--- config.mk ---
export PLATFORM = sky130hd
export DESIGN_NAME = video_out_align_flat
export DESIGN_NICKNAME = d
export VERILOG_FILES = /design/src/rtl/video_out_align_if.sv /design/src/rtl/video_out_align.sv /design/src/flat_wrapper.sv
export SDC_FILE = /design/constraint.sdc
export NUM_CORES = 1
export LEC_CHECK = 0
export ABC_AREA = 1
export CAP_MARGIN = 0
export CORE_MARGIN = 4
export CORE_UTILIZATION = 45
export CTS_CLUSTER_SIZE = 12
export DETAILED_ROUTE_END_ITERATION = 7
export PLACE_DENSITY = 0.74
export SYNTH_ARGS = -nofsm -noshare
export SYNTH_HDL_FRONTEND = slang
export SYNTH_SLANG_ARGS = --single-unit
--- constraint.sdc ---
create_clock -name clk -period 3.1 [get_ports clk]
set_input_delay 0.93 -clock clk [delete_from_list [all_inputs] [get_ports clk]]
set_output_delay 0.93 -clock clk [all_outputs]
set_load 0.01 [all_outputs]
--- src/rtl/video_out_align_if.sv ---
// Pixel/sync bus between the palette mixer, the video output aligner and the DAC/encoder side.
// The slave modport is the aligner's view; the master modport is the driver/observer side.
interface video_out_align_if;
  logic [3:0]  pc_ena_in;
  logic [7:0]  pixel_in_r;
  logic [7:0]  pixel_in_g;
  logic [7:0]  pixel_in_b;
  logic        hs_in;
  logic        vs_in;
  logic        de_in;
  logic        testpat_ena;
  logic [7:0]  vga_r;
  logic [7:0]  vga_g;
  logic [7:0]  vga_b;
  logic        vga_hs;
  logic        vga_vs;
  logic        vga_de;
  logic        frame_start;
  logic [11:0] active_width;
  logic [11:0] active_lines;

  modport master (
    output pc_ena_in, pixel_in_r, pixel_in_g, pixel_in_b, hs_in, vs_in, de_in, testpat_ena,
    input  vga_r, vga_g, vga_b, vga_hs, vga_vs, vga_de, frame_start, active_width, active_lines
  );

  modport slave (
    input  pc_ena_in, pixel_in_r, pixel_in_g, pixel_in_b, hs_in, vs_in, de_in, testpat_ena,
    output vga_r, vga_g, vga_b, vga_hs, vga_vs, vga_de, frame_start, active_width, active_lines
  );
endinterface

--- src/rtl/video_out_align.sv ---
// Final video output stage: delays hs/vs/de to match the mixer's RGB pipeline, blanks and registers
// the output bus, and measures active width/height. Colour bars are built when VIDEO_TESTPAT_EN is defined.
module video_out_align #(
  parameter int SYNC_DELAY = 3,
  parameter int BAR_WIDTH  = 80
) (
  input logic             clk,
  input logic             reset,
  video_out_align_if.slave vif
);

  logic        tick;
  logic [2:0]  dly [SYNC_DELAY];
  logic        hs_d, vs_d, de_d;
  logic        de_prev, vs_prev;
  logic        de_fall, vs_rise;
  logic [11:0] h_cnt;
  logic [11:0] line_cnt;
  logic [11:0] line_next;
  logic [23:0] pix_sel;

  assign tick              = (vif.pc_ena_in == 4'd0);
  assign {hs_d, vs_d, de_d} = dly[SYNC_DELAY-1];
  assign de_fall           = de_prev & ~de_d;
  assign vs_rise           = ~vs_prev & vs_d;

  always_ff @(posedge clk or posedge reset) begin
    if (reset) begin
      for (int i = 0; i < SYNC_DELAY; i++) dly[i] <= 3'b000;
    end else if (tick) begin
      dly[0] <= {vif.hs_in, vif.vs_in, vif.de_in};
      for (int i = 1; i < SYNC_DELAY; i++) dly[i] <= dly[i-1];
    end
  end

  // A line ending on the same tick as a frame start still counts toward that frame.
  always_comb begin
    line_next = line_cnt;
    if (de_fall && line_cnt != 12'hFFF) line_next = line_cnt + 12'd1;
  end

`ifdef VIDEO_TESTPAT_EN
  localparam logic [11:0] BAR_LAST = 12'(BAR_WIDTH - 1);

  logic [11:0] bar_cnt;
  logic [2:0]  bar_idx;

  always_ff @(posedge clk or posedge reset) begin
    if (reset) begin
      bar_cnt <= 12'd0;
      bar_idx <= 3'd0;
    end else if (tick) begin
      if (de_fall) begin
        bar_cnt <= 12'd0;
        bar_idx <= 3'd0;
      end else if (de_d) begin
        if (bar_cnt == BAR_LAST) begin
          bar_cnt <= 12'd0;
          bar_idx <= bar_idx + 3'd1;
        end else begin
          bar_cnt <= bar_cnt + 12'd1;
        end
      end
    end
  end

  // Bar order white..black maps to R=~idx[1], G=~idx[2], B=~idx[0].
  always_comb begin
    pix_sel = {vif.pixel_in_r, vif.pixel_in_g, vif.pixel_in_b};
    if (vif.testpat_ena) pix_sel = {{8{~bar_idx[1]}}, {8{~bar_idx[2]}}, {8{~bar_idx[0]}}};
  end
`else
  logic        unused_testpat;
  logic [11:0] unused_bar_width;

  assign unused_testpat   = vif.testpat_ena;
  assign unused_bar_width = 12'(BAR_WIDTH);
  assign pix_sel          = {vif.pixel_in_r, vif.pixel_in_g, vif.pixel_in_b};
`endif

  always_ff @(posedge clk or posedge reset) begin
    if (reset) begin
      vif.vga_r        <= 8'd0;
      vif.vga_g        <= 8'd0;
      vif.vga_b        <= 8'd0;
      vif.vga_hs       <= 1'b0;
      vif.vga_vs       <= 1'b0;
      vif.vga_de       <= 1'b0;
      vif.frame_start  <= 1'b0;
      vif.active_width <= 12'd0;
      vif.active_lines <= 12'd0;
      de_prev          <= 1'b0;
      vs_prev          <= 1'b0;
      h_cnt            <= 12'd0;
      line_cnt         <= 12'd0;
    end else begin
      vif.frame_start <= 1'b0;
      if (tick) begin
        vif.vga_hs <= hs_d;
        vif.vga_vs <= vs_d;
        vif.vga_de <= de_d;
        {vif.vga_r, vif.vga_g, vif.vga_b} <= de_d ? pix_sel : 24'd0;
        de_prev <= de_d;
        vs_prev <= vs_d;
        if (de_fall) begin
          vif.active_width <= h_cnt;
          h_cnt            <= 12'd0;
        end else if (de_d && h_cnt != 12'hFFF) begin
          h_cnt <= h_cnt + 12'd1;
        end
        if (vs_rise) begin
          vif.active_lines <= line_next;
          line_cnt         <= 12'd0;
          vif.frame_start  <= 1'b1;
        end else begin
          line_cnt <= line_next;
        end
      end
    end
  end

endmodule

--- src/flat_wrapper.sv ---
// flat-port wrapper written by rule: the top's interface ports become plain ports
module video_out_align_flat 
#(
  parameter int SYNC_DELAY = 3,
  parameter int BAR_WIDTH  = 80
)
  (clk, reset, vif_pc_ena_in, vif_pixel_in_r, vif_pixel_in_g, vif_pixel_in_b, vif_hs_in, vif_vs_in, vif_de_in, vif_testpat_ena, vif_vga_r, vif_vga_g, vif_vga_b, vif_vga_hs, vif_vga_vs, vif_vga_de, vif_frame_start, vif_active_width, vif_active_lines);
  video_out_align_if vif_i ();
  input logic clk;
  input logic reset;
  input wire logic [$bits(vif_i.pc_ena_in)-1:0] vif_pc_ena_in;
  input wire logic [$bits(vif_i.pixel_in_r)-1:0] vif_pixel_in_r;
  input wire logic [$bits(vif_i.pixel_in_g)-1:0] vif_pixel_in_g;
  input wire logic [$bits(vif_i.pixel_in_b)-1:0] vif_pixel_in_b;
  input wire logic [$bits(vif_i.hs_in)-1:0] vif_hs_in;
  input wire logic [$bits(vif_i.vs_in)-1:0] vif_vs_in;
  input wire logic [$bits(vif_i.de_in)-1:0] vif_de_in;
  input wire logic [$bits(vif_i.testpat_ena)-1:0] vif_testpat_ena;
  output wire logic [$bits(vif_i.vga_r)-1:0] vif_vga_r;
  output wire logic [$bits(vif_i.vga_g)-1:0] vif_vga_g;
  output wire logic [$bits(vif_i.vga_b)-1:0] vif_vga_b;
  output wire logic [$bits(vif_i.vga_hs)-1:0] vif_vga_hs;
  output wire logic [$bits(vif_i.vga_vs)-1:0] vif_vga_vs;
  output wire logic [$bits(vif_i.vga_de)-1:0] vif_vga_de;
  output wire logic [$bits(vif_i.frame_start)-1:0] vif_frame_start;
  output wire logic [$bits(vif_i.active_width)-1:0] vif_active_width;
  output wire logic [$bits(vif_i.active_lines)-1:0] vif_active_lines;
  assign vif_i.pc_ena_in = vif_pc_ena_in;
  assign vif_i.pixel_in_r = vif_pixel_in_r;
  assign vif_i.pixel_in_g = vif_pixel_in_g;
  assign vif_i.pixel_in_b = vif_pixel_in_b;
  assign vif_i.hs_in = vif_hs_in;
  assign vif_i.vs_in = vif_vs_in;
  assign vif_i.de_in = vif_de_in;
  assign vif_i.testpat_ena = vif_testpat_ena;
  assign vif_vga_r = vif_i.vga_r;
  assign vif_vga_g = vif_i.vga_g;
  assign vif_vga_b = vif_i.vga_b;
  assign vif_vga_hs = vif_i.vga_hs;
  assign vif_vga_vs = vif_i.vga_vs;
  assign vif_vga_de = vif_i.vga_de;
  assign vif_frame_start = vif_i.frame_start;
  assign vif_active_width = vif_i.active_width;
  assign vif_active_lines = vif_i.active_lines;
  video_out_align #(.SYNC_DELAY(SYNC_DELAY), .BAR_WIDTH(BAR_WIDTH)) u_core (.clk(clk), .reset(reset), .vif(vif_i));
endmodule
Word-level counts from Yosys, hierarchy flattened
Index checks and enable logic that the tools add are counted.
{"block": "totals", "out_inout_bits": 52, "wordCells": 36, "input_bits": 34, "ff_bits": 85}
{"block": "op_classes", "eq_ne": 2, "mux": 7, "n_bitwise": 4, "reduce_logical": 7, "n_addsub": 2}
{"cell": "$mux W12", "n": 4}
{"cell": "$add A12 B1 Y12 const B", "n": 2}
{"cell": "$mux W24", "n": 1}
{"cell": "$ne A12 B12 Y1 const B", "n": 2}
{"cell": "$reduce_and A2 Y1", "n": 3}
{"cell": "$logic_not A4 Y1", "n": 1}
{"cell": "$and A1 B1 Y1", "n": 2}
{"cell": "$logic_and A1 B1 Y1", "n": 2}
{"cell": "$mux W1", "n": 2}
{"cell": "$not A1 Y1", "n": 2}
{"cell": "$reduce_bool A2 Y1", "n": 1}

Longest topological paths before layout
{"block": "logic_depth", "depth_word": 5, "depth_mapped": 10, "depth_no_buf": 10}

Worst setup path after synthesis
Ideal clock, no wire load.
{"block": "synth_path", "path_kind": "in2reg", "start": "input port vif_pc_ena_in[3]", "end": "register u_core.line_cnt[8]", "setup_time_ns": 0.083, "stages": 7, "t_arrival_ns": 1.797, "slack_ns": 1.221, "path_cell_list": "nor2_1 nand2_1 buf_2 nor2_1 buf_2 nand3_1 o21ai_0"}
{"block": "synth_between", "elab_chain_cells": 1}
{"element": "start: declaration", "line": "flat_wrapper.sv:11", "source": "input wire logic [$bits(vif_i.pc_ena_in)-1:0] vif_pc_ena_in;"}
{"element": "$logic_not A4 Y1", "line": "video_out_align.sv:22", "source": "assign tick = (vif.pc_ena_in == 4'd0);"}
{"element": "end signal: assignment", "line": "video_out_align.sv:116", "source": "line_cnt <= line_next;"}
{"element": "end: declaration", "line": "video_out_align.sv:18", "source": "logic [11:0] line_cnt;"}
Every way passes these cells.
A chain may end at the register's enable or synchronous reset.

Worst setup path after layout
{"block": "layout_path", "start": "input port vif_pc_ena_in[3]", "end": "register u_core.h_cnt[5]"}
{"block": "layout_between", "elab_chain_cells": 2}
{"element": "$logic_not A4 Y1", "line": "video_out_align.sv:22"}
{"element": "$reduce_and A2 Y1 (no source line)"}
{"element": "end signal: assignment", "line": "video_out_align.sv:109", "source": "h_cnt <= h_cnt + 12'd1;"}
{"element": "end: declaration", "line": "video_out_align.sv:17", "source": "logic [11:0] h_cnt;"}
Every way passes these cells.

==> summary.md <==
| Metric | Value |
|---|---|
| H-tree Lvls | 3 |
| Setup TNS | 0 ns |
| Yosys Warn Count | 0 |
| Diodes inserted | 0 |
| Max-slew violations | 0 |
| DRT iter0 DRCs | about 190 |
| Area leader, netlist | dfrtp_1 |
| RR Startpoint | u_core.line_cnt[0] |
| Leak | 2.37 nW |
| Largest family of logic cells by synthesized area | simple AND/OR/NAND/NOR gates |
| Die Ht | about 100 um |
| Vias in the first global route | about 3,100 |
| Compound-gate portion of the synthesized area | approximately an eighth |
| Post-CTS sizing | 0 |
| Vias per std cell | ~5 |
| Post-Syn Area | slightly below 4000 um2 |
| Effective utilization at floorplan | 46.5% |
| Fin crit period | between 2 and 2.5 ns |
| Reg clk slew, reported paths | ~0.080 ns |
| Post-CTS setup buffers | 0 |
| Top post-synthesis cells by area | dfrtp_1, nand2_1, a22o_1, nand3_1, o21ai_0 |
| CTS Hold Bufs | 0 |
| WS Path Type | input pin to flop |
| Clk buf depth | 2 |
| Final setup fails | 0 |
| Final hold violations | 0 |
| CTS root buffer | clkbuf_8 |
| Commonest non-fill, non-tap cells in the layout | nand2_1, dfrtp_1, clkdlybuf4s50_1, inv_1, nor2_1 |
| Nets@finish | roughly 560 |
| Hold EP | u_core.vif.active_lines[9] |
| Reg area | 2130 um2 |
| Startpoint types | input pin |
| GP Congestion | roughly 0.87 |
| RSZ-0062 raised after global routing | no |
| Largest net degree at the start of global routing | 66 |
| Remaining DRCs | 0 |
| Gate Count Post-Synth | roughly 430 |
| Sequential share of the synthesized area | 55.1% |
| Placed cells | between 600 and 700 |
| Non-Filler Instances | roughly 630 |
| I/O pin cnt | 86 |
| Share of post-route cells with drive strength above 1 | under 10% |
| Syn nets | 470 |
| CP Capture Type | flop |
| Worst Hold Depth | 2 |
| Worst skew pair latency | ~0.35 ns |
| Min-delay worst type | flop to flop |
| Flop2flop setup slack | around 1.0 ns |
| CORE AREA | approximately 8300 um2 |
| Post-synth top area share | 55.1% |
| DR vias | 3,152 |
| Number of port buffers | between 80 and 90 |
| Peak VDD IR | roughly 0.38 mV |
| Initial antenna violation count | 0 |
| Max frequency | about 0.44 GHz |
| Footprint of the multi-input gates | 1520 um2 |
| Number of fill cells | a little over 700 |
| Post-synthesis adder-cell area fraction | less than 1% |
| CTS sink count | 85 |
| Die width | roughly 100 um |
| Total global-route track usage | roughly 18% |
| Post-detail-place hpwl | around 6.1 mm |
| Required @ worst endpoint | between 3 and 4 ns |
| Total CTS buffers | 9 |
| Area Growth Syn to Fin | 30.8% |
| Avg Inst Size Synth | 8.90 um2 |
| WL/cell | 13.6 um |
| Simple-gate portion of the synthesized area | between 20% and 30% |
| Total gr overflow | 0 |
| Mux cell area share after synthesis | 0% |
| Crit Path Max Fanout | 25 |
| Slew @ Worst Pin | 0.481 ns |
| Worst setup startpoint | vif_pc_ena_in[3] |
| Max-capacitance violation count | 0 |
| Antenna viol nets, final | 0 |
| CP arrival | between 2 and 3 ns |
| Most common cell after layout, fill and taps aside | nand2_1 |
| Worst Skew | ~0.013 ns |
| Yosys reg bits | between 80 and 90 |
| Register-to-Register Path Depth | 8 |
| Power Dens Cells | 662 nW/um2 |
| Final Cycle Share | approximately three quarters |
| CTS tree | done |
| FP Rows | 33 |
| Slew headroom | between 60% and 70% |
| FF-to-FF End | u_core.line_cnt[1] |
| Hold_sp | u_core.vif.active_lines[9] |
| Post-synthesis cell type count | 29 |
| Die area | 10,100 um2 |
| Outcome | complete, no violations |
| Initial DRT Pass Iterations | 4 |
| Xor/xnor share of the synthesized area | around 2.3% |
| Final WL | between 8 and 9 mm |
| Global-route wire length before repair | between 10 and 15 mm |
[flip-flops by register name (all words and copies together), names as in the netlist]
signal                   cells
u_core.h_cnt                12
u_core.line_cnt             12
u_core.vif.active_lines     12
u_core.vif.active_width     12
u_core.dly                   8
u_core.vif.vga_b             8
u_core.vif.vga_g             8
u_core.vif.vga_r             8
u_core.de_d                  1
u_core.vif.frame_start       1
u_core.vif.vga_de            1
u_core.vif.vga_hs            1
u_core.vif.vga_vs            1
[synthesized netlist by cell type]
| library cell | number |
|---|---|
| a21oi_4 | 1 |
| a22o_1 | 24 |
| a31oi_1 | 1 |
| and2_1 | 1 |
| buf_1 | 3 |
| buf_2 | 8 |
| buf_6 | 1 |
| clkbuf_1 | 4 |
| dfrtp_1 | 85 |
| ha_1 | 2 |
| inv_1 | 34 |
| inv_2 | 2 |
| nand2_1 | 138 |
| nand2_2 | 5 |
| nand2_4 | 3 |
| nand3_1 | 29 |
| nand3_2 | 1 |
| nand4_1 | 9 |
| nor2_1 | 30 |
| nor2_2 | 1 |
| nor2_4 | 1 |
| nor3_1 | 1 |
| nor3_4 | 1 |
| nor3b_1 | 1 |
| o21ai_0 | 29 |
| o21ai_1 | 2 |
| o21ai_2 | 7 |
| xnor2_1 | 2 |
| xor2_1 | 8 |
[critical path, stage by stage]
cell and delay, ns:
clkdlybuf4s50_1 0.40, nor2_1 0.10, nand2_1 0.19, nor2_2 0.24
inv_2 0.21, nand2_4 0.26, nand3_1 0.14, o21ai_2 0.08
[worst max-delay path by stage]
stage                      end  cells past startpoint  slack (ns)
4_1_cts        u_core.h_cnt[5]                      8        0.79
5_1_grt        u_core.h_cnt[5]                      8        0.64
2_1_floorplan      u_core.de_d                      1        1.19
3_5_place_dp   u_core.h_cnt[5]                      8        0.44
6_report       u_core.h_cnt[5]                      8        0.82
3_3_place_gp   u_core.h_cnt[1]                      8        0.52
[logic make-up (layout without fill, tap and decap cells)]
family / Yosys count / in the layout
AOI/OAI and AO/OA: 64 / 64
xor gates and xnor gates: 10 / 10
adders and majority gates: 2 / 2
buffers and inverters: 52 / 142
DFF: 85 / 85
and+or+nand+nor: 221 / 221
[power by group]
part	leakage (nW)	switching [mW]	internal (mW)
logic	1.12	0.439	0.472
registers	1.13	0.179	1.35
clock network	0.116	0.378	0.529
total	2.37	0.995	2.35
[cell type report]
cell class | count | share of cell area [%]
multi-input cells | 297 | 30.1
clock buffers | 10 | 2.53
repair buffers | 91 | 17.9
clock inverters | 5 | 1.98
inverters | 36 | 2.75
flip-flops and latches | 85 | 42.1
well taps | 105 | 2.60
[metrics by stage]
step	total power, mW	setup WS, ns	util, %	area, um2	hold slack [ns]
2_1_floorplan	2.01	1.19	-	3860	0.442
3_3_place_gp	2.43	0.523	58.1	4820	0.460
3_5_place_dp	2.47	0.440	58.1	4820	0.464
4_1_cts	3.38	0.795	60.9	5050	0.487
5_1_grt	3.57	0.645	60.9	5050	0.509
6_report	3.35	0.818	60.9	5050	0.481
[metal layers]
metal | up-vias | track usage [%] | wire length [um]
met2 | 100 | 27.7 | 3860
li1 | 1579 | - | -
met4 | 0 | 6.53 | 144
met3 | 14 | 3.25 | 532
met5 | - | 0 | 0
met1 | 1459 | 26.0 | 4040
Power figures use the tool's default switching activity.
